--- src/rtl/xbar_lrg_arbiter_pkg.sv ---
`default_nettype none
// ============================================================================
// Module      : xbar_arb_pkg
// Description : Shared helpers for the crossbar LRG arbiter (reset priority
//               matrix, one-hot decode, hold-counter sizing).
// Revision    : 1.0 - initial release
// ============================================================================
package xbar_arb_pkg;

   // Upper bound on requesters; the flat reset matrix is sized from it.
   localparam int MAX_N = 32;

   typedef logic [MAX_N-1:0] vec_t;

   // Bit i*MAX_N+j set means j beats i; lower index wins at reset.
   function automatic logic [MAX_N*MAX_N-1:0] lrg_reset_matrix(input int n);
      logic [MAX_N*MAX_N-1:0] m;
      m = '0;
      for (int i = 0; i < MAX_N; i++) begin
         for (int j = 0; j < MAX_N; j++) begin
            if ((i < n) && (j < n) && (j < i)) begin
               m[i*MAX_N+j] = 1'b1;
            end
         end
      end
      return m;
   endfunction

   function automatic int unsigned onehot2idx(input vec_t v);
      int unsigned idx;
      idx = 0;
      for (int i = 0; i < MAX_N; i++) begin
         if (v[i]) begin
            idx = idx | unsigned'(i);
         end
      end
      return idx;
   endfunction

   function automatic int hold_width(input int max_hold);
      return (max_hold > 0) ? $clog2(max_hold + 1) : 1;
   endfunction

endpackage
`default_nettype wire

--- src/rtl/xbar_lrg_arbiter_if.sv ---
`default_nettype none
// ============================================================================
// Module      : xbar_lrg_arbiter_if
// Description : Request/grant bundle between crossbar inputs and one
//               output-port arbiter.
// Revision    : 1.0 - initial release
// ============================================================================
interface xbar_lrg_arbiter_if #(
   parameter int N   = 4,
   parameter int IDW = (N > 1) ? $clog2(N) : 1
);
   logic [N-1:0]   req;
   logic [N-1:0]   req_hp;
   logic [N-1:0]   rel;
   logic [N-1:0]   grant;
   logic           grant_valid;
   logic [IDW-1:0] grant_id;
   logic           preempt;

   modport master (
      output req, req_hp, rel,
      input  grant, grant_valid, grant_id, preempt
   );

   modport slave (
      input  req, req_hp, rel,
      output grant, grant_valid, grant_id, preempt
   );
endinterface
`default_nettype wire

--- src/rtl/xbar_lrg_arbiter_lrg_matrix_pick.sv ---
`default_nettype none
// ============================================================================
// Module      : lrg_matrix_pick
// Description : Combinational winner selection from an LRG priority matrix.
// Revision    : 1.0 - initial release
// ============================================================================
module lrg_matrix_pick #(
   parameter int N = 4
) (
   input  logic [N-1:0][N-1:0] blk_i,
   input  logic [N-1:0]        elig_i,
   output logic [N-1:0]        win_o,
   output logic                found_o
);

   // A candidate wins when no other eligible requester blocks it.
   always_comb begin
      win_o = '0;
      for (int i = 0; i < N; i++) begin
         win_o[i] = elig_i[i] & ~(|(elig_i & blk_i[i]));
      end
   end

   assign found_o = |elig_i;

endmodule
`default_nettype wire

--- src/rtl/xbar_lrg_arbiter.sv ---
`default_nettype none
// ============================================================================
// Module      : xbar_lrg_arbiter
// Description : Per-output crosspoint arbiter: LRG fairness, two-level QoS,
//               owner-held grant with optional max-hold preemption.
// Revision    : 1.0 - initial release
// ============================================================================
module xbar_lrg_arbiter
   import xbar_arb_pkg::*;
#(
   parameter int N        = 4,
   parameter int MAX_HOLD = 0,
   parameter int IDW      = (N > 1) ? $clog2(N) : 1
) (
   input  logic              clock,
   input  logic              reset,
   xbar_lrg_arbiter_if.slave arb_if
);

   localparam int                     HOLD_W  = hold_width(MAX_HOLD);
   localparam logic [HOLD_W-1:0]      HOLD_MX = HOLD_W'(MAX_HOLD);
   localparam logic [MAX_N*MAX_N-1:0] RST_BLK = lrg_reset_matrix(N);

   logic [N-1:0][N-1:0] blk_q, blk_d;
   logic [N-1:0]        grant_q, grant_d;
   logic                preempt_q, preempt_d;
   logic [HOLD_W-1:0]   hold_q, hold_d;

   logic [N-1:0] w_req_oth;
   logic [N-1:0] w_hp_oth;
   logic [N-1:0] w_elig;
   logic [N-1:0] w_win;
   logic         w_found;
   logic         w_idle;
   logic         w_rel_own;
   logic         w_timeout;
   logic         w_opp;

   // The current owner never competes: this covers release handoff and
   // timeout re-arbitration with a single picker.
   assign w_req_oth = arb_if.req & ~grant_q;
   assign w_hp_oth  = w_req_oth & arb_if.req_hp;
   assign w_elig    = (|w_hp_oth) ? w_hp_oth : w_req_oth;

   assign w_idle    = ~(|grant_q);
   assign w_rel_own = |(arb_if.rel & grant_q);

   generate
      if (MAX_HOLD > 0) begin : g_timeout
         assign w_timeout = ~w_idle & (hold_q == HOLD_MX) & (|w_elig);
      end else begin : g_no_timeout
         assign w_timeout = 1'b0;
      end
   endgenerate

   assign w_opp = w_idle | w_rel_own | w_timeout;

   lrg_matrix_pick #(
      .N (N)
   ) u_pick (
      .blk_i   (blk_q),
      .elig_i  (w_elig),
      .win_o   (w_win),
      .found_o (w_found)
   );

   always_comb begin
      blk_d     = blk_q;
      grant_d   = grant_q;
      preempt_d = 1'b0;
      hold_d    = hold_q;

      if (w_opp) begin
         grant_d = w_win;
         if (w_found) begin
            for (int i = 0; i < N; i++) begin
               for (int j = 0; j < N; j++) begin
                  if (i != j) begin
                     if (w_win[i]) begin
                        blk_d[i][j] = 1'b1;
                     end else if (w_win[j]) begin
                        blk_d[i][j] = 1'b0;
                     end
                  end
               end
            end
            // A release on the timeout cycle is a normal handoff.
            preempt_d = w_timeout & ~w_rel_own;
         end
      end

      if ((grant_d != grant_q) || ~(|grant_d)) begin
         hold_d = '0;
      end else if ((|w_elig) && (hold_q != HOLD_MX)) begin
         hold_d = hold_q + HOLD_W'(1);
      end
   end

   always_ff @(posedge clock or posedge reset) begin
      if (reset) begin
         grant_q   <= '0;
         preempt_q <= 1'b0;
         hold_q    <= '0;
         for (int i = 0; i < N; i++) begin
            for (int j = 0; j < N; j++) begin
               blk_q[i][j] <= RST_BLK[i*MAX_N+j];
            end
         end
      end else begin
         grant_q   <= grant_d;
         preempt_q <= preempt_d;
         hold_q    <= hold_d;
         blk_q     <= blk_d;
      end
   end

   assign arb_if.grant       = grant_q;
   assign arb_if.grant_valid = |grant_q;
   assign arb_if.grant_id    = IDW'(onehot2idx(MAX_N'(grant_q)));
   assign arb_if.preempt     = preempt_q;

`ifndef SYNTHESIS
   a_grant_onehot0 : assert property (@(posedge clock) disable iff (reset)
      $onehot0(grant_q));
`endif

endmodule
`default_nettype wire

--- src/flat_wrapper.sv ---
// flat-port wrapper written by rule: the top's interface ports become plain ports
module xbar_lrg_arbiter_flat import xbar_arb_pkg::*;
#(
   parameter int N        = 4,
   parameter int MAX_HOLD = 0,
   parameter int IDW      = (N > 1) ? $clog2(N) : 1
)
  (clock, reset, arb_if_req, arb_if_req_hp, arb_if_rel, arb_if_grant, arb_if_grant_valid, arb_if_grant_id, arb_if_preempt);
  xbar_lrg_arbiter_if #(.N(N), .IDW(IDW)) arb_if_i ();
  input  logic clock;
  input  logic reset;
  input wire logic [$bits(arb_if_i.req)-1:0] arb_if_req;
  input wire logic [$bits(arb_if_i.req_hp)-1:0] arb_if_req_hp;
  input wire logic [$bits(arb_if_i.rel)-1:0] arb_if_rel;
  output wire logic [$bits(arb_if_i.grant)-1:0] arb_if_grant;
  output wire logic [$bits(arb_if_i.grant_valid)-1:0] arb_if_grant_valid;
  output wire logic [$bits(arb_if_i.grant_id)-1:0] arb_if_grant_id;
  output wire logic [$bits(arb_if_i.preempt)-1:0] arb_if_preempt;
  assign arb_if_i.req = arb_if_req;
  assign arb_if_i.req_hp = arb_if_req_hp;
  assign arb_if_i.rel = arb_if_rel;
  assign arb_if_grant = arb_if_i.grant;
  assign arb_if_grant_valid = arb_if_i.grant_valid;
  assign arb_if_grant_id = arb_if_i.grant_id;
  assign arb_if_preempt = arb_if_i.preempt;
  xbar_lrg_arbiter #(.N(N), .MAX_HOLD(MAX_HOLD), .IDW(IDW)) u_core (.clock(clock), .reset(reset), .arb_if(arb_if_i));
endmodule
--- config.mk ---
export PLATFORM = sky130hd
export DESIGN_NAME = xbar_lrg_arbiter_flat
export DESIGN_NICKNAME = d
export VERILOG_FILES = /design/src/rtl/xbar_lrg_arbiter_pkg.sv /design/src/rtl/xbar_lrg_arbiter_if.sv /design/src/rtl/xbar_lrg_arbiter_lrg_matrix_pick.sv /design/src/rtl/xbar_lrg_arbiter.sv /design/src/flat_wrapper.sv
export SDC_FILE = /design/constraint.sdc
export NUM_CORES = 1
export LEC_CHECK = 0
export ABC_CLOCK_PERIOD_IN_PS = 5500
export CORE_ASPECT_RATIO = 0.9
export CORE_MARGIN = 1
export CORE_UTILIZATION = 30
export DETAILED_ROUTE_END_ITERATION = 10
export PLACE_DENSITY_LB_ADDON = 0.3
export REMOVE_ABC_BUFFERS = 1
export SYNTH_ARGS = -nofsm -noshare
export SYNTH_HDL_FRONTEND = slang
export SYNTH_HIERARCHICAL = 1
export SYNTH_SLANG_ARGS = --single-unit
--- constraint.sdc ---
create_clock -name clock -period 5.5 [get_ports clock]
set_input_delay 0.55 -clock clock [delete_from_list [all_inputs] [get_ports clock]]
set_output_delay 0.55 -clock clock [all_outputs]
set_load 0.02 [all_outputs]
* Yosys cells after proc, flatten, opt, wreduce, memory -nomap -nowiden
Index checks and enable logic that the tools add are counted.
** Word-level totals
- Output and inout bits :: 8
- Input port bits :: 14
- Register bits :: 16
- Word-level logic and storage cells :: 71
** Operators by class
- Multiplexer cells :: 20
- Bitwise logic cells :: 18
- Reductions and logical operators :: 20
** Operator list (count)
- $reduce_or A4 Y1 :: 8
- $and A4 B4 Y4 :: 6
- $reduce_and A3 Y1 :: 6
- $mux W1 :: 17
- $reduce_bool A2 Y1 :: 6
- $not A1 Y1 :: 5
- $and A1 B1 Y1 :: 4
- $and A4 B3 Y4 :: 1
- $mux W2 :: 2
- $mux W4 :: 1
- $not A4 Y4 :: 1
- $or A1 B1 Y1 :: 1

* Logic depth before layout (Yosys ltp)
- Depth after elaboration :: 11
- Gate-level depth with buffers :: 8

* Hierarchy
The synthesis kept the hierarchy.
** Modules (own cells, without submodules)
- xbar_lrg_arbiter :: seq. area each 407.9 µm², cells an instance 69, times used 1, area an instance 797.0 µm²
- lrg_matrix_pick :: seq. area each 0.0 µm², cells an instance 13, times used 1, area an instance 93.8 µm²

* Least setup slack after synthesis
OpenSTA, ideal clock, no wires.
- Kind :: reg2reg
- Start :: register u_core.grant_q[1] (netlist: u_core/arb_if.grant[1])
- End :: register u_core/blk_q[11] (netlist name)
- Data arrival time :: 1.877 ns
- Setup time :: 0.118 ns
- Path buffers :: 0
- Stages on the path, launching flop included :: 8
- Path slack :: 3.505 ns
- Required time :: 5.382 ns
- Cells stage by stage :: dfrtp_1 nand3b_1 a31oi_1 nor3b_1 or4_1 nand2_1 a31oi_1 a21o_1
** On the way
- Elaborated cells on any way between the ends :: 22
** RTL lines
- from (decl) :: line xbar_lrg_arbiter.sv:25 : logic [N-1:0] grant_q, grant_d;
- from (signal assigned) :: line xbar_lrg_arbiter.sv:110 : grant_q <= grant_d;
- $not A4 Y4 :: line xbar_lrg_arbiter.sv:41 : assign w_req_oth = arb_if.req & ~grant_q;
- $and A4 B4 Y4 :: line xbar_lrg_arbiter.sv:41
- $and A4 B4 Y4 :: line xbar_lrg_arbiter.sv:42 : assign w_hp_oth = w_req_oth & arb_if.req_hp;
- $reduce_or A4 Y1 :: line xbar_lrg_arbiter.sv:43 : assign w_elig = (|w_hp_oth) ? w_hp_oth : w_req_oth;
- $mux W4 :: line xbar_lrg_arbiter.sv:43
- via u_core.w_elig[2] :: line xbar_lrg_arbiter.sv:31 : logic [N-1:0] w_elig;
- $reduce_or A4 Y1
- via u_core.w_found :: line xbar_lrg_arbiter.sv:33 : logic w_found;
- $reduce_and A3 Y1 (no source line)
- to (signal, indexed assignment) :: line xbar_lrg_arbiter.sv:106 : blk_q[i][j] <= RST_BLK[i*MAX_N+j];
- to (signal assigned) :: line xbar_lrg_arbiter.sv:113 : blk_q <= blk_d;
- to (decl) :: line xbar_lrg_arbiter.sv:24 : logic [N-1:0][N-1:0] blk_q, blk_d;
The timed path passes the listed nets, and every way through them passes these cells.
A chain may end at the register's enable or synchronous reset.

* Final worst setup path
- Start :: register u_core.grant_q[1] (netlist: u_core/arb_if.grant[1])
- End :: output arb_if_grant_valid
** On the way
- Cells in the longest elaborated chain, start to end :: 1
** RTL lines
- $reduce_or A4 Y1 :: line xbar_lrg_arbiter.sv:118 : assign arb_if.grant_valid = |grant_q;
- to (decl) :: line flat_wrapper.sv:16 : output wire logic [$bits(arb_if_i.grant_valid)-1:0] arb_if_grant_valid;
No other way between the ends.

==> results_dict.tcl <==
set metrics [dict create \
    drtIter0Drc 46 \
    yosysUniqueCellTypes 24 \
    clock-sinks 16 \
    power_density_nw_per_um2 600 \
    max-cap-violations 0 \
    dp_cells 144 \
    dpl_cell_area_um2 1140 \
    r2r_start "u_core/arb_if.grant[1]" \
    fin_tns_setup_ns 0 \
    initial_utilization_pct 31.9 \
    dieArea_um2 3190 \
    max_clock_freq_mhz 397 \
    fp.dieH_um 53.7 \
    hold_buffers 0 \
    skew_ns 0.00753 \
    vias 789 \
    slew_viol_final 0 \
    rows 18 \
    routed_wl_mm 2.14 \
    ir_worst_vdd_v 0.000294 \
    hold_class "reg -> reg" \
    hold_path_end "u_core/blk_q[3]" \
    syn-cell-area_um2 891 \
    worst_slew_pin_slew_ns 0.648 \
    grt_pass1_wl_mm 3.48 \
    cp-start-kind "register" \
    ys_ff_latch 16 \
    setup_viol 0 \
    fin_crit_sh_pct 45.8 \
    clk_path_buf_depth 2 \
    rsz0062_at_grt "false" \
    final-hold-violation-count 0 \
    diodes 0 \
    setup_slack_ns 2.98 \
    design_area_um2 1170 \
    hold_depth 1 \
    area_growth_pct 31.7 \
    reg2regPathDepth 7 \
    place.port_buffers 20 \
    outcome "complete, no violations" \
    fin_cells 148 \
    cts_root_buffer "clkbuf_4" \
    cts.clk_slew.worst_paths_ns 0.09 \
    leakage_nw 0.532 \
    io_pins 22 \
    cts_resized 0 \
    htreeDepth 1 \
    gp_congestion 0.816 \
    slew_headroom_pct 56.7 \
    r2r_slack_ns 3.22 \
    die_w_um 59.4 \
    numCtsBuffers 3 \
    crit_fanout 10 \
    grt-ovfl-total 0 \
    synth_cells 82 \
    crit_path_end_kind "primary output" \
    grt_antenna_before_repair 0 \
    syn_area_per_cell_um2 10.9 \
    post-cts-setup-buffer-count 0 \
    path_class "reg -> out" \
    cp.arrival_ns 1.97 \
    detail_route.first_pass.iterations 4 \
    final.min_clock_period_ns 2.52 \
    cts_tree "built" \
    via_per_inst 5.33 \
    drive_gt1_share_pct 19.4 \
    hold_start "u_core/blk_q[3]" \
    place_hpwl_mm 1.60 \
    synth_warnings 6 \
    r2r-end "u_core/blk_q[2]" \
    grt_max_degree 17 \
    dp_slack_ns 2.80 \
    synth.yosys.seq_area_share_pct 45.8 \
    required_ns 4.95 \
    drc 0 \
    ant_nets 0 \
    first_global_vias 746 \
    core_um2 2790 \
    layout.nets 123 \
    track_usage_pct 14.8 \
    clkLatencyLatePin_ns 0.29 \
    power_w 0.000704 \
    wl_per_cell_um 14.5 \
]
[worst max-delay path, stage by stage, from the launching register on]
cell,delay (ns)
dfrtp_1,0.47
or4_4,0.62
clkdlybuf4s50_1,0.58
[metrics by stage]
stage	utilization (%)	hold slack, ns
2_1_floorplan	-	0.450
3_3_place_gp	40.7	0.461
3_5_place_dp	40.7	0.466
4_1_cts	42.0	0.490
5_1_grt	42.0	0.508
6_report	42.0	0.486
[per-layer routing]
layer | vias up | track usage (%) | routed length [µm]
li1 | 360 | - | -
met1 | 386 | 19.9 | 1010
met2 | 34 | 23.6 | 957
met3 | 9 | 2.40 | 134
met4 | 0 | 5.95 | 42
met5 | - | 0 | 0
[layout make-up]
type,instances,area [µm²]
multi-input combinational,65,468
tap,40,50.0
sequential,16,408
inverter,3,11.3
timing repair buffer,20,200
fill,292,1620
clock buffer,4,36.3
[flip-flops by register name (all words and copies together) (netlist names)]
name / flops
u_core/blk_q: 12
u_core/arb_if.grant: 4
[Yosys cell counts]
cell	instances	area share, %
buf_4	1	0.84
or4_4	1	1.3
dfstp_2	6	18
nand3b_1	4	3.4
or4_1	1	0.84
a21o_1	12	10
inv_1	3	1.3
dfrtp_1	10	28
and4b_2	1	1.3
buf_6	1	1.3
a22oi_2	2	2.8
nand2b_1	2	1.4
conb_1	1	0.42
nand3_2	1	1.1
nor3b_1	2	1.7
nand2_1	8	3.4
a31oi_1	6	4.2
nand4_1	1	0.70
a22oi_1	4	3.4
a21oi_1	2	1.1
or2_2	2	1.4
mux2_2	4	5.1
a31o_1	4	3.9
and4b_1	3	3.4
[kinds of logic (layout without fill, tap and decap cells)]
family | count (synthesis) | in the layout | share of synthesized area, %
AOI/OAI and AO/OA | 30 | 30 | 25.6
buffers and inverters | 5 | 27 | 3.37
DFF | 16 | 16 | 45.8
muxes | 4 | 4 | 5.06
other | 1 | 5 | 0.421
and+or+nand+nor | 26 | 26 | 19.8
[cell usage in the layout (no fill, tap or decap), drive strengths merged]
cell	count
a21oi	2
nor3b	2
a31o	4
dfrtp	10
nand2	8
a31oi	6
dfstp	6
nand2b	2
a22oi	6
inv	3
or4	2
or2	2
mux2	4
nand3b	4
a21o	12
nand4	1
nand3	1
conb	5
clkdlybuf4s50	20
and4b	4
clkbuf	4
[report_power, final]
group	internal, W	switching [W]	total, W
registers	0.000194	0.0000503	0.000244
clock network	0.0000403	0.0000366	0.0000769
logic	0.000191	0.000192	0.000383
total	0.000425	0.000279	0.000704
[worst max-delay path by stage]
stage                            from                  to  slack (ns)  cells past startpoint
2_1_floorplan  u_core/arb_if.grant[1]    u_core/blk_q[11]        3.51                      7
3_3_place_gp            arb_if_req[0]     u_core/blk_q[6]        2.78                      8
3_5_place_dp         arb_if_req_hp[0]     u_core/blk_q[6]        2.80                      8
4_1_cts        u_core/arb_if.grant[1]  arb_if_grant_valid        2.98                      2
5_1_grt        u_core/arb_if.grant[1]  arb_if_grant_valid        2.94                      2
6_report       u_core/arb_if.grant[1]  arb_if_grant_valid        2.98                      2
Note: power is estimated with default switching activity, not from simulation.
